**src/rtl/fifo_pkg.sv**
```systemverilog
// Shared types for the FIFO read-side stream: skid-buffer occupancy encoding
// and the stall counter width.
package fifo_pkg;

  typedef enum logic [1:0] {
    OCC0 = 2'd0,
    OCC1 = 2'd1,
    OCC2 = 2'd2
  } occ_state_e;

  localparam int STALL_CNT_W = 16;

endpackage

```
**src/rtl/fifo_rd_stream_skid_buf2.sv**
```systemverilog
// skid_buf2: two-entry registered buffer (head/tail) with push, pop and flush.
// The head register always drives the output, so downstream sees registered data.
module skid_buf2
  import fifo_pkg::*;
#(
  parameter int WIDTH = 8
) (
  input  logic             clk_i,
  input  logic             rst_i,
  input  logic             flush_i,
  input  logic             push_i,
  input  logic             pop_i,
  input  logic [WIDTH-1:0] din_i,
  output occ_state_e       state_o,
  output logic             valid_o,
  output logic [WIDTH-1:0] dout_o
);

  occ_state_e       state_q;
  logic [WIDTH-1:0] hd_q;
  logic [WIDTH-1:0] tl_q;

  // Occupancy FSM; the producer guarantees no push while full.
  always_ff @(posedge clk_i) begin
    if (rst_i || flush_i) begin
      state_q <= OCC0;
      hd_q    <= {WIDTH{1'b0}};
      tl_q    <= {WIDTH{1'b0}};
    end else begin
      case (state_q)
        OCC0: begin
          if (push_i) begin
            state_q <= OCC1;
            hd_q    <= din_i;
          end
        end
        OCC1: begin
          if (push_i && !pop_i) begin
            state_q <= OCC2;
            tl_q    <= din_i;
          end else if (pop_i && !push_i) begin
            state_q <= OCC0;
          end else if (push_i && pop_i) begin
            hd_q <= din_i;
          end
        end
        OCC2: begin
          if (pop_i) begin
            state_q <= OCC1;
            hd_q    <= tl_q;
          end
        end
        default: state_q <= OCC0;
      endcase
    end
  end

  assign state_o = state_q;
  assign valid_o = (state_q != OCC0);
  assign dout_o  = hd_q;

endmodule

```
**src/rtl/fifo_rd_stream.sv**
```systemverilog
// fifo_rd_stream: drains a FWFT FIFO into a burst-framed valid/ready stream.
// Optional FIFO_RD_STREAM_STALL_CNT_EN adds a saturating stall_cnt output.
module fifo_rd_stream
  import fifo_pkg::*;
#(
  parameter int WIDTH     = 8,
  parameter int BURST_LEN = 4,
  parameter int CW        = $clog2(BURST_LEN) + 1
) (
  input  logic             rd_clk,
  input  logic             rd_reset,
  input  logic             fifo_empty,
  input  logic [WIDTH-1:0] fifo_rd_data,
  output logic             fifo_rd_en,
  input  logic             flush,
  output logic             m_valid,
  input  logic             m_ready,
  output logic [WIDTH-1:0] m_data,
  output logic             m_last,
  output logic [CW-1:0]    beat_cnt,
  output logic             busy
`ifdef FIFO_RD_STREAM_STALL_CNT_EN
  ,
  output logic [STALL_CNT_W-1:0] stall_cnt
`endif
);

  localparam logic [CW-1:0] LAST_BEAT = CW'(BURST_LEN - 1);

  occ_state_e    state_s;
  logic          pop_s;
  logic [CW-1:0] beat_cnt_q;

  // rd_en depends only on registered occupancy and inputs, never on m_ready.
  assign fifo_rd_en = !fifo_empty && (state_s != OCC2) && !flush && !rd_reset;
  assign pop_s      = m_valid && m_ready;

  skid_buf2 #(
    .WIDTH(WIDTH)
  ) u_skid (
    .clk_i  (rd_clk),
    .rst_i  (rd_reset),
    .flush_i(flush),
    .push_i (fifo_rd_en),
    .pop_i  (pop_s),
    .din_i  (fifo_rd_data),
    .state_o(state_s),
    .valid_o(m_valid),
    .dout_o (m_data)
  );

  // Burst framing: count accepted beats, wrap after the last one.
  always_ff @(posedge rd_clk) begin
    if (rd_reset || flush) begin
      beat_cnt_q <= {CW{1'b0}};
    end else if (pop_s) begin
      if (m_last) begin
        beat_cnt_q <= {CW{1'b0}};
      end else begin
        beat_cnt_q <= beat_cnt_q + CW'(1);
      end
    end
  end

  assign beat_cnt = beat_cnt_q;
  assign m_last   = m_valid && (beat_cnt_q == LAST_BEAT);
  assign busy     = m_valid;

`ifdef FIFO_RD_STREAM_STALL_CNT_EN
  logic [STALL_CNT_W-1:0] stall_cnt_q;

  // Saturating count of cycles where data waits on downstream.
  always_ff @(posedge rd_clk) begin
    if (rd_reset || flush) begin
      stall_cnt_q <= {STALL_CNT_W{1'b0}};
    end else if (m_valid && !m_ready && (stall_cnt_q != {STALL_CNT_W{1'b1}})) begin
      stall_cnt_q <= stall_cnt_q + STALL_CNT_W'(1);
    end
  end

  assign stall_cnt = stall_cnt_q;
`endif

endmodule

```
**config.mk**
```make
export PLATFORM = sky130hd
export DESIGN_NAME = fifo_rd_stream
export DESIGN_NICKNAME = d
export VERILOG_FILES = /design/src/rtl/fifo_pkg.sv /design/src/rtl/fifo_rd_stream_skid_buf2.sv /design/src/rtl/fifo_rd_stream.sv
export SDC_FILE = /design/constraint.sdc
export NUM_CORES = 1
export LEC_CHECK = 0
export CORE_ASPECT_RATIO = 0.75
export CORE_MARGIN = 2
export CORE_UTILIZATION = 52
export CTS_BUF_LIST = sky130_fd_sc_hd__clkbuf_4
export DETAILED_ROUTE_END_ITERATION = 10
export MAX_ROUTING_LAYER = met4
export PLACE_DENSITY = 0.86
export SLEW_MARGIN = 20
export SYNTH_ARGS = -nofsm -noshare
export SYNTH_HDL_FRONTEND = slang
export SYNTH_SLANG_ARGS = --single-unit
```
**constraint.sdc**
```tcl
create_clock -name rd_clk -period 4.5 [get_ports rd_clk]
set_input_delay 0.45 -clock rd_clk [delete_from_list [all_inputs] [get_ports rd_clk]]
set_output_delay 0.45 -clock rd_clk [all_outputs]
set_load 0.02 [all_outputs]
```
==> flow_summary.yaml, run 1 <==
min_path:
  min_to: "beat_cnt[2]"
  holdCritPathClass: "register to register"
  whs_path_depth: 2
  hold_start: "beat_cnt[2]"
run_status:
  status: "complete, no violations"
place:
  hpwlAfterDp_um: 1620
  post_dp_cell_area_um2: 1220
  dpl_worst_slack_ps: 1820
  routabilityCongestion: 0.792
  io_buffers: 27
  dp.cells: 142
floorplanning:
  die_area_um2: 2220
  std_cell_rows: 13
  start_util_pct: 55.5
  die_w_um: 53.8
  core-area_um2: 1740
  die_height_um: 41.3
  io_pins: 28
synth:
  synth_ff_type: "dfxtp_1"
  synthArstFlopShare_pct: 0
  synth-seq-area-share_pct: 43.5
  syn_nets: 113
  yosysMostFrequentCell: "dfxtp_1"
  syn-instance-count: 99
  syn_area_per_cell_um2: 9.76
  yosys.area.top_type: "dfxtp_1"
  ys_types: 27
  ys_warn_count: 0
  synth_commonest_cells: "21 x dfxtp_1, 11 x a21oi_1, 9 x o21a_1, 9 x o21ai_0, 8 x nand3_1"
  synth_top_area_share_pct: 43.5
  ys_ff_latch: 21
  synthesis.area_um2: 966
  synth.area.top_cells: "dfxtp_1 44%, o21a_1 7.0%, o221a_2 5.8%, a21oi_1 5.7%, o21ai_0 4.7%"
  synth-edff-count: 0
critical_path:
  cp_slowest_stage_delay_ps: 630
  reg2reg_depth: 3
  cp.required_ps: 4050
  path_max_fanout: 13
  critical_path.top_delay_family: "buffers and inverters"
  worst-path-buf-inv: 2
  reg2reg_to: "u_skid.dout_o[0]"
  critPathKind: "primary input to output pin"
  worst_setup_path_end_kind: "output pin"
  slowest_stage: "clkdlybuf4s50_1"
  path_cells: "clkdlybuf4s50_1, or2_2, nor3_1, clkdlybuf4s50_1"
  r2r-start: "u_skid.state_o[1]"
  r2r_slack_ps: 2630
  arrival_ps: 2240
  cp-start-kind: "primary input"
  crit_top_cell: "clkdlybuf4s50_1"
layout:
  fin_cells: 146
  num-nets-final: 139
  final_area_um2: 1250
  area_growth_pct: 29.7
  layout-drive-gt1-share_pct: 12.1
  fill_cells: 139
  diodes: 0
  multiInputGateArea_um2: 497
  seq_area_um2: 420
timing:
  worst_pin_slew_ps: 687
  drv_slew: 0
  min_period_ps: 2690
  slew-limit-headroom_pct: 54.1
  fmax_mhz: 371
  fin_skew_ps: 10.4
  period_share_pct: 59.9
  finalSetupViolCount: 0
  fin_setup_tns_ps: 0
  worst_slack_ps: 1810
  hold_viol: 0
  rsz0062_at_grt: "false"
job:
  maxCapViolCount: 0
power_and_ir_drop:
  p_leak_uw: 0.000424
  vdd_drop_max_v: 0.000248
  powerDensity_nw_per_um2: 278
clocking:
  cts_root_buf: "clkbuf_4"
  htreeDepth: 1
  path_clk_slew_ps: 110
  clk-insertion-delay-late_ps: 310
  cts_setup_buffers: 0
  clockBufferDepth: 2
  ctsResizeCount: 0
  tritoncts: "yes"
  ctsHoldBuffers: 0
  numCtsBuffers: 3
  cts_sinks: 21
route:
  vias_per_cell: 6.05
  drtIter0Drc: 21
  drc: 0
  routed_wl_um: 2310
  drt-wirelength-per-cell_um: 15.8
  dr.pass1.iters: 4
  vias: 884
  drtAntennaViolNets: 0
global_routing:
  grt_pass1_vias: 775
  grt_usage_pct: 24.3
  antenna_found_initial: 0
  globalRouteOverflowTotal: 0
  grt_pass1_wl_um: 3630
  grt_max_degree: 14
-- stage by stage --
stage / power (uW) / util, % / hold WS [ps]
after floorplan: 226 / - / 451
after global placement: 251 / 70.2 / 460
after detailed placement: 253 / 70.2 / 468
after CTS: 346 / 72.0 / 485
after global routing: 359 / 72.0 / 515
final: 348 / 72.0 / 486
-- tightest hold or removal path, delay by kind of cell, from the launching register on --
| kind | cells | cell delay [ps] |
|---|---|---|
| DFF | 1 | 330 |
| buffers and inverters | 1 | 80 |
| AOI/OAI and AO/OA | 1 | 40 |
-- report_power, final --
group	internal [uW]	total (uW)	switching (uW)
clock	40.6	98.3	57.6
sequential	190	193	3.46
combinational	28.1	55.9	27.8
total	259	348	88.9
-- cell type report --
type,instances,share of cell area [%]
Tap cell,22,2.20
Clock buffer,4,2.40
Multi-Input combinational cell,70,39.7
Sequential cell,21,33.6
Timing Repair Buffer,27,21.6
Inverter,2,0.599
-- how the worst max path moves through the flow --
stage / cells past startpoint / end / start / slack [ps]
2_1_floorplan: 2 / fifo_rd_en / flush / 2790
3_3_place_gp: 4 / fifo_rd_en / flush / 1850
3_5_place_dp: 4 / fifo_rd_en / flush / 1820
4_1_cts: 4 / fifo_rd_en / flush / 1810
5_1_grt: 4 / fifo_rd_en / flush / 1730
6_report: 4 / fifo_rd_en / flush / 1810
-- state kept, by name, indices dropped and copies added, names as in the netlist --
name            cells
u_skid.tl_q         8
beat_cnt            3
u_skid.state_o      2
u_skid.dout_o       8
-- routing by layer --
layer / part of all wire, % / GRT usage [%] / vias to the layer above
li1: - / - / 424
met1: 50 / 32.7 / 428
met2: 44 / 35.7 / 28
met3: 5.0 / 6.43 / 4
met4: 1.0 / 7.69 / 0
met5: 0 / - / -
-- cell families (layout without fill, tap and decap cells) --
| kind of cell | Yosys count | after routing | share of synthesized area, % |
|---|---|---|---|
| buffers and inverters | 8 | 33 | 5.05 |
| DFF | 21 | 21 | 43.5 |
| adders and majority gates | 1 | 1 | 1.30 |
| and+or+nand+nor | 27 | 27 | 17.1 |
| muxes | 1 | 1 | 1.04 |
| AOI/OAI and AO/OA | 41 | 41 | 32.0 |
-- cell usage in the layout, fill, tap and decap left out, drive strengths merged --
| master | count |
|---|---|
| mux2i | 1 |
| a21oi | 11 |
| a211o | 1 |
| o221ai | 1 |
| o21a | 9 |
| nor4 | 1 |
| nand3b | 2 |
| o221a | 8 |
| and3 | 1 |
| o21ai | 9 |
| inv | 2 |
| nor2b | 2 |
| clkbuf | 4 |
| a22oi | 1 |
| a311oi | 1 |
| clkdlybuf4s50 | 27 |
| ha | 1 |
| nand3 | 8 |
| nand2 | 3 |
| nor3 | 1 |
| nor2 | 3 |
| or2 | 3 |
| nand2b | 2 |
| or4 | 1 |
| dfxtp | 21 |
(Power assumes the default switching activity.)
==> run 2, diff against run 1 <==
CORE_UTILIZATION = 48   (was 52)
PLACE_DENSITY = 0.81   (was 0.86)
clock period = 2.7 ns   (was 4.5 ns; I/O delays follow)
==> flow_summary.yaml, run 2 (synthesized netlist as in run 1, its figures left out) <==
power_and_ir_drop:
  powerDensity_nw_per_um2: 458
  p_leak_uw: 0.000429
  vdd_drop_max_v: 0.000385
layout:
  final_common_cell: "clkdlybuf4s50_1"
  layout_common_cells: "27 x clkdlybuf4s50_1, 21 x dfxtp_1, 11 x a21oi_1, 9 x o21ai_0, 9 x o21a_1"
  fill_cells: 161
  diodes: 0
  num-nets-final: 140
  area_growth_pct: 30.7
  final_area_um2: 1260
  layout-drive-gt1-share_pct: 12.8
global_routing:
  globalRouteOverflowTotal: 0
  grt_usage_pct: 18.7
  grt_pass1_wl_um: 3340
  grt_pass1_vias: 731
  grt_max_degree: 14
  antenna_found_initial: 0
clocking:
  ctsResizeCount: 0
  cts_setup_buffers: 0
  tritoncts: "yes"
  clk-insertion-delay-late_ps: 320
  htreeDepth: 1
  cts_sinks: 21
  path_clk_slew_ps: 100
  ctsHoldBuffers: 0
  clockBufferDepth: 2
  numCtsBuffers: 3
  cts_root_buf: "clkbuf_4"
route:
  drc: 0
  vias: 869
  drt-wirelength-per-cell_um: 14.8
  dr.pass1.iters: 4
  vias_per_cell: 5.83
  drtIter0Drc: 35
  drtAntennaViolNets: 0
  routed_wl_um: 2200
critical_path:
  cp-start-kind: "primary input"
  slowest_stage: "clkdlybuf4s50_1"
  cp-startpoint: "flush"
  critical_path.top_delay_family: "buffers and inverters"
  path_max_fanout: 13
  r2r_slack_ps: 990
  worst_setup_path_end_kind: "output pin"
  cp.required_ps: 2430
  r2r-start: "u_skid.state_o[1]"
  critPathKind: "primary input to output pin"
  cp_slowest_stage_delay_ps: 620
  path_cells: "clkdlybuf4s50_1, or2_2, nor3_1, clkdlybuf4s50_1"
  worst-path-buf-inv: 2
  arrival_ps: 2040
  crit_top_cell: "clkdlybuf4s50_1"
floorplanning:
  std_cell_rows: 14
  start_util_pct: 49.7
  die_area_um2: 2390
  io_pins: 28
  die_w_um: 55.8
  die_height_um: 42.9
  core-area_um2: 1940
timing:
  hold_viol: 0
  worst_pin_slew_ps: 655
  drv_slew: 0
  fin_skew_ps: 15.3
  period_share_pct: 85.4
  rsz0062_at_grt: "false"
  finalSetupViolCount: 0
  fin_setup_tns_ps: 0
  slew-limit-headroom_pct: 56.2
  fmax_mhz: 434
  min_period_ps: 2310
run_status:
  status: "complete, no violations"
job:
  maxCapViolCount: 0
min_path:
  holdCritPathClass: "register to register"
  hold_start: "beat_cnt[2]"
place:
  routabilityCongestion: 0.793
  post_dp_cell_area_um2: 1230
  io_buffers: 27
  hpwlAfterDp_um: 1500
## run 2: changes by cell type in the layout (fill, tap and decap cells not counted)
cell	before	now
buf_4	0	1
## run 2: final cells by class
| class | instances | area, um^2 | area share (%) |
|---|---|---|---|
| multi-input cells | 70 | 497 | 39.3 |
| flip-flops and latches | 21 | 420 | 33.3 |
| repair buffers | 28 | 278 | 22.0 |
| clock buffers | 4 | 30.0 | 2.38 |
| well taps | 24 | 30.0 | 2.38 |
| inverters | 2 | 7.51 | 0.595 |
## run 2: path summary, 6_finish.rpt
kind                                         end  depth (start not counted)
worst max-delay path                  fifo_rd_en                          4
worst min-delay path                 beat_cnt[2]                          2
worst max register to register  u_skid.dout_o[5]                          3
worst min register to register       beat_cnt[2]                          2
## run 2: per-layer routing
metal	GRT usage (%)	share of wire (%)	vias to the layer above
li1	-	-	427
met1	24.3	48	410
met2	26.9	45	28
met3	6.10	5.7	4
met4	7.32	1.2	0
met5	-	0	-
## run 2: where the power goes
group,switching [uW],internal (uW),leakage [uW],total (uW)
clock network,96.9,67.8,0.0000184,165
logic,44.9,47.5,0.000240,92.4
registers,5.16,317,0.000170,322
## run 2: through the flow
stage / worst slack [ps] / total power (uW) / std cells / utilization, % / hold slack [ps]
after floorplan: 1130 / 377 / 99 / - / 415
after global placement: 423 / 419 / 145 / 63.4 / 460
after detailed placement: 405 / 420 / 145 / 63.4 / 472
after CTS: 401 / 582 / 149 / 64.9 / 488
after global routing: 318 / 600 / 149 / 64.9 / 511
final: 395 / 579 / 149 / 64.9 / 487
## run 2: worst register-to-register path: cells and delay by family (launching register included)
kind,cells,cell delay (ps)
AOI/OAI and AO/OA,2,570
and+or+nand+nor,1,650
DFF,1,420
==> run 3, diff against run 2 <==
HOLD_SLACK_MARGIN = 0.1   (was unset)
MAX_ROUTING_LAYER = unset   (was met4)
==> flow_summary.yaml, run 3 (synthesized netlist as in run 1, its figures left out) <==
power_and_ir_drop:
  powerDensity_nw_per_um2: 458
  p_leak_uw: 0.000429
  power_switching_uw: 147
  seqPwrFrac_pct: 55.6
  p_comb_share_pct: 16.0
  p_int_uw: 432
  sw_frac_of_total_pct: 25.3
  p_clk_share_pct: 28.4
  vdd_drop_max_v: 0.000384
clocking:
  cts_root_buf: "clkbuf_4"
  numCtsBuffers: 3
  path_clk_slew_ps: 100
  ctsResizeCount: 0
  cts_sinks: 21
  clockBufferDepth: 2
  clk-insertion-delay-late_ps: 310
  cts_setup_buffers: 0
  ctsHoldBuffers: 0
  tritoncts: "yes"
  htreeDepth: 1
layout:
  fill_cells: 161
  fin_cells: 149
  layout-drive-gt1-share_pct: 12.8
  multiInputGateArea_um2: 497
  layout_common_cells: "27 x clkdlybuf4s50_1, 21 x dfxtp_1, 11 x a21oi_1, 9 x o21ai_0, 9 x o21a_1"
  num-nets-final: 140
  final_common_cell: "clkdlybuf4s50_1"
  final_area_um2: 1260
  seq_area_um2: 420
  area_growth_pct: 30.7
  diodes: 0
critical_path:
  critPathKind: "primary input to output pin"
  cp.required_ps: 2430
  cp_slowest_stage_delay_ps: 620
  slowest_stage: "clkdlybuf4s50_1"
  cp-start-kind: "primary input"
  crit_top_cell: "clkdlybuf4s50_1"
  arrival_ps: 2040
  path_cells: "clkdlybuf4s50_1, or2_2, nor3_1, clkdlybuf4s50_1"
  path_max_fanout: 13
  worst_setup_path_end_kind: "output pin"
route:
  drt-wirelength-per-cell_um: 14.8
  dr.pass1.iters: 4
  routed_wl_um: 2210
  drc: 0
  drtIter0Drc: 34
  vias: 877
  drtAntennaViolNets: 0
  vias_per_cell: 5.89
place:
  dp.cells: 145
  post_dp_cell_area_um2: 1230
  io_buffers: 27
  hpwlAfterDp_um: 1500
  routabilityCongestion: 0.782
timing:
  finalSetupViolCount: 0
  worst_pin_slew_ps: 673
  fin_skew_ps: 15.3
  min_period_ps: 2310
  slew-limit-headroom_pct: 55.0
  drv_slew: 0
  rsz0062_at_grt: "false"
  whs_ps: 487
  period_share_pct: 85.5
  hold_viol: 0
  fmax_mhz: 433
  fin_setup_tns_ps: 0
global_routing:
  grt_pass1_wl_um: 3330
  antenna_found_initial: 0
  grt_max_degree: 14
  grt_usage_pct: 18.2
  globalRouteOverflowTotal: 0
  grt_pass1_vias: 732
floorplanning:
  io_pins: 28
  die_w_um: 55.8
  core-area_um2: 1940
  die_height_um: 42.9
  std_cell_rows: 14
  die_area_um2: 2390
  start_util_pct: 49.7
job:
  maxCapViolCount: 0
min_path:
  holdCritPathClass: "register to register"
run_status:
  status: "complete, no violations"
## run 3: cell counts in the layout (fill, tap and decap cells not counted)
Identical to the previous run, type by type.
## run 3: critical path: cells and delay by family
kind	cells	cell delay, ps
simple gates	2	650
buf+inv	2	1110
## run 3: final timing paths
check / from / end / slack, ps / cells after the start
worst max-delay path: flush / fifo_rd_en / 390 / 4
worst min-delay path: beat_cnt[2] / beat_cnt[2] / 490 / 2
worst max register to register: u_skid.state_o[1] / u_skid.dout_o[5] / 990 / 3
worst min register to register: beat_cnt[2] / beat_cnt[2] / 490 / 2
## run 3: power groups by stage
stage,logic [uW],registers [uW],clock network [uW]
floorplan,41.4,335,0
global placement,90.7,329,0
detailed placement,91.2,329,0
CTS,91.9,322,168
global route,97.1,323,180
finish,92.5,322,164
## run 3: per-stage QoR
stage	utilization, %	setup slack [ps]	power [uW]
after floorplan	-	1130	377
after global placement	63.4	423	419
after detailed placement	63.4	405	420
after CTS	64.9	401	582
after global routing	64.9	318	600
final	64.9	393	578
## run 3: metal layers
layer  vias to the layer above  track usage [%]  share of wire (%)
li1                        427                -                  -
met1                       425             24.3                 50
met2                        21             26.9                 45
met3                         4             6.10                4.2
met4                         0             7.32                1.1
met5                         -                0                  0
## run 3: layout make-up
type,instances,share of cell area (%)
Clock buffer,4,2.38
Inverter,2,0.595
Multi-Input combinational cell,70,39.3
Sequential cell,21,33.3
Tap cell,24,2.38
Timing Repair Buffer,28,22.0
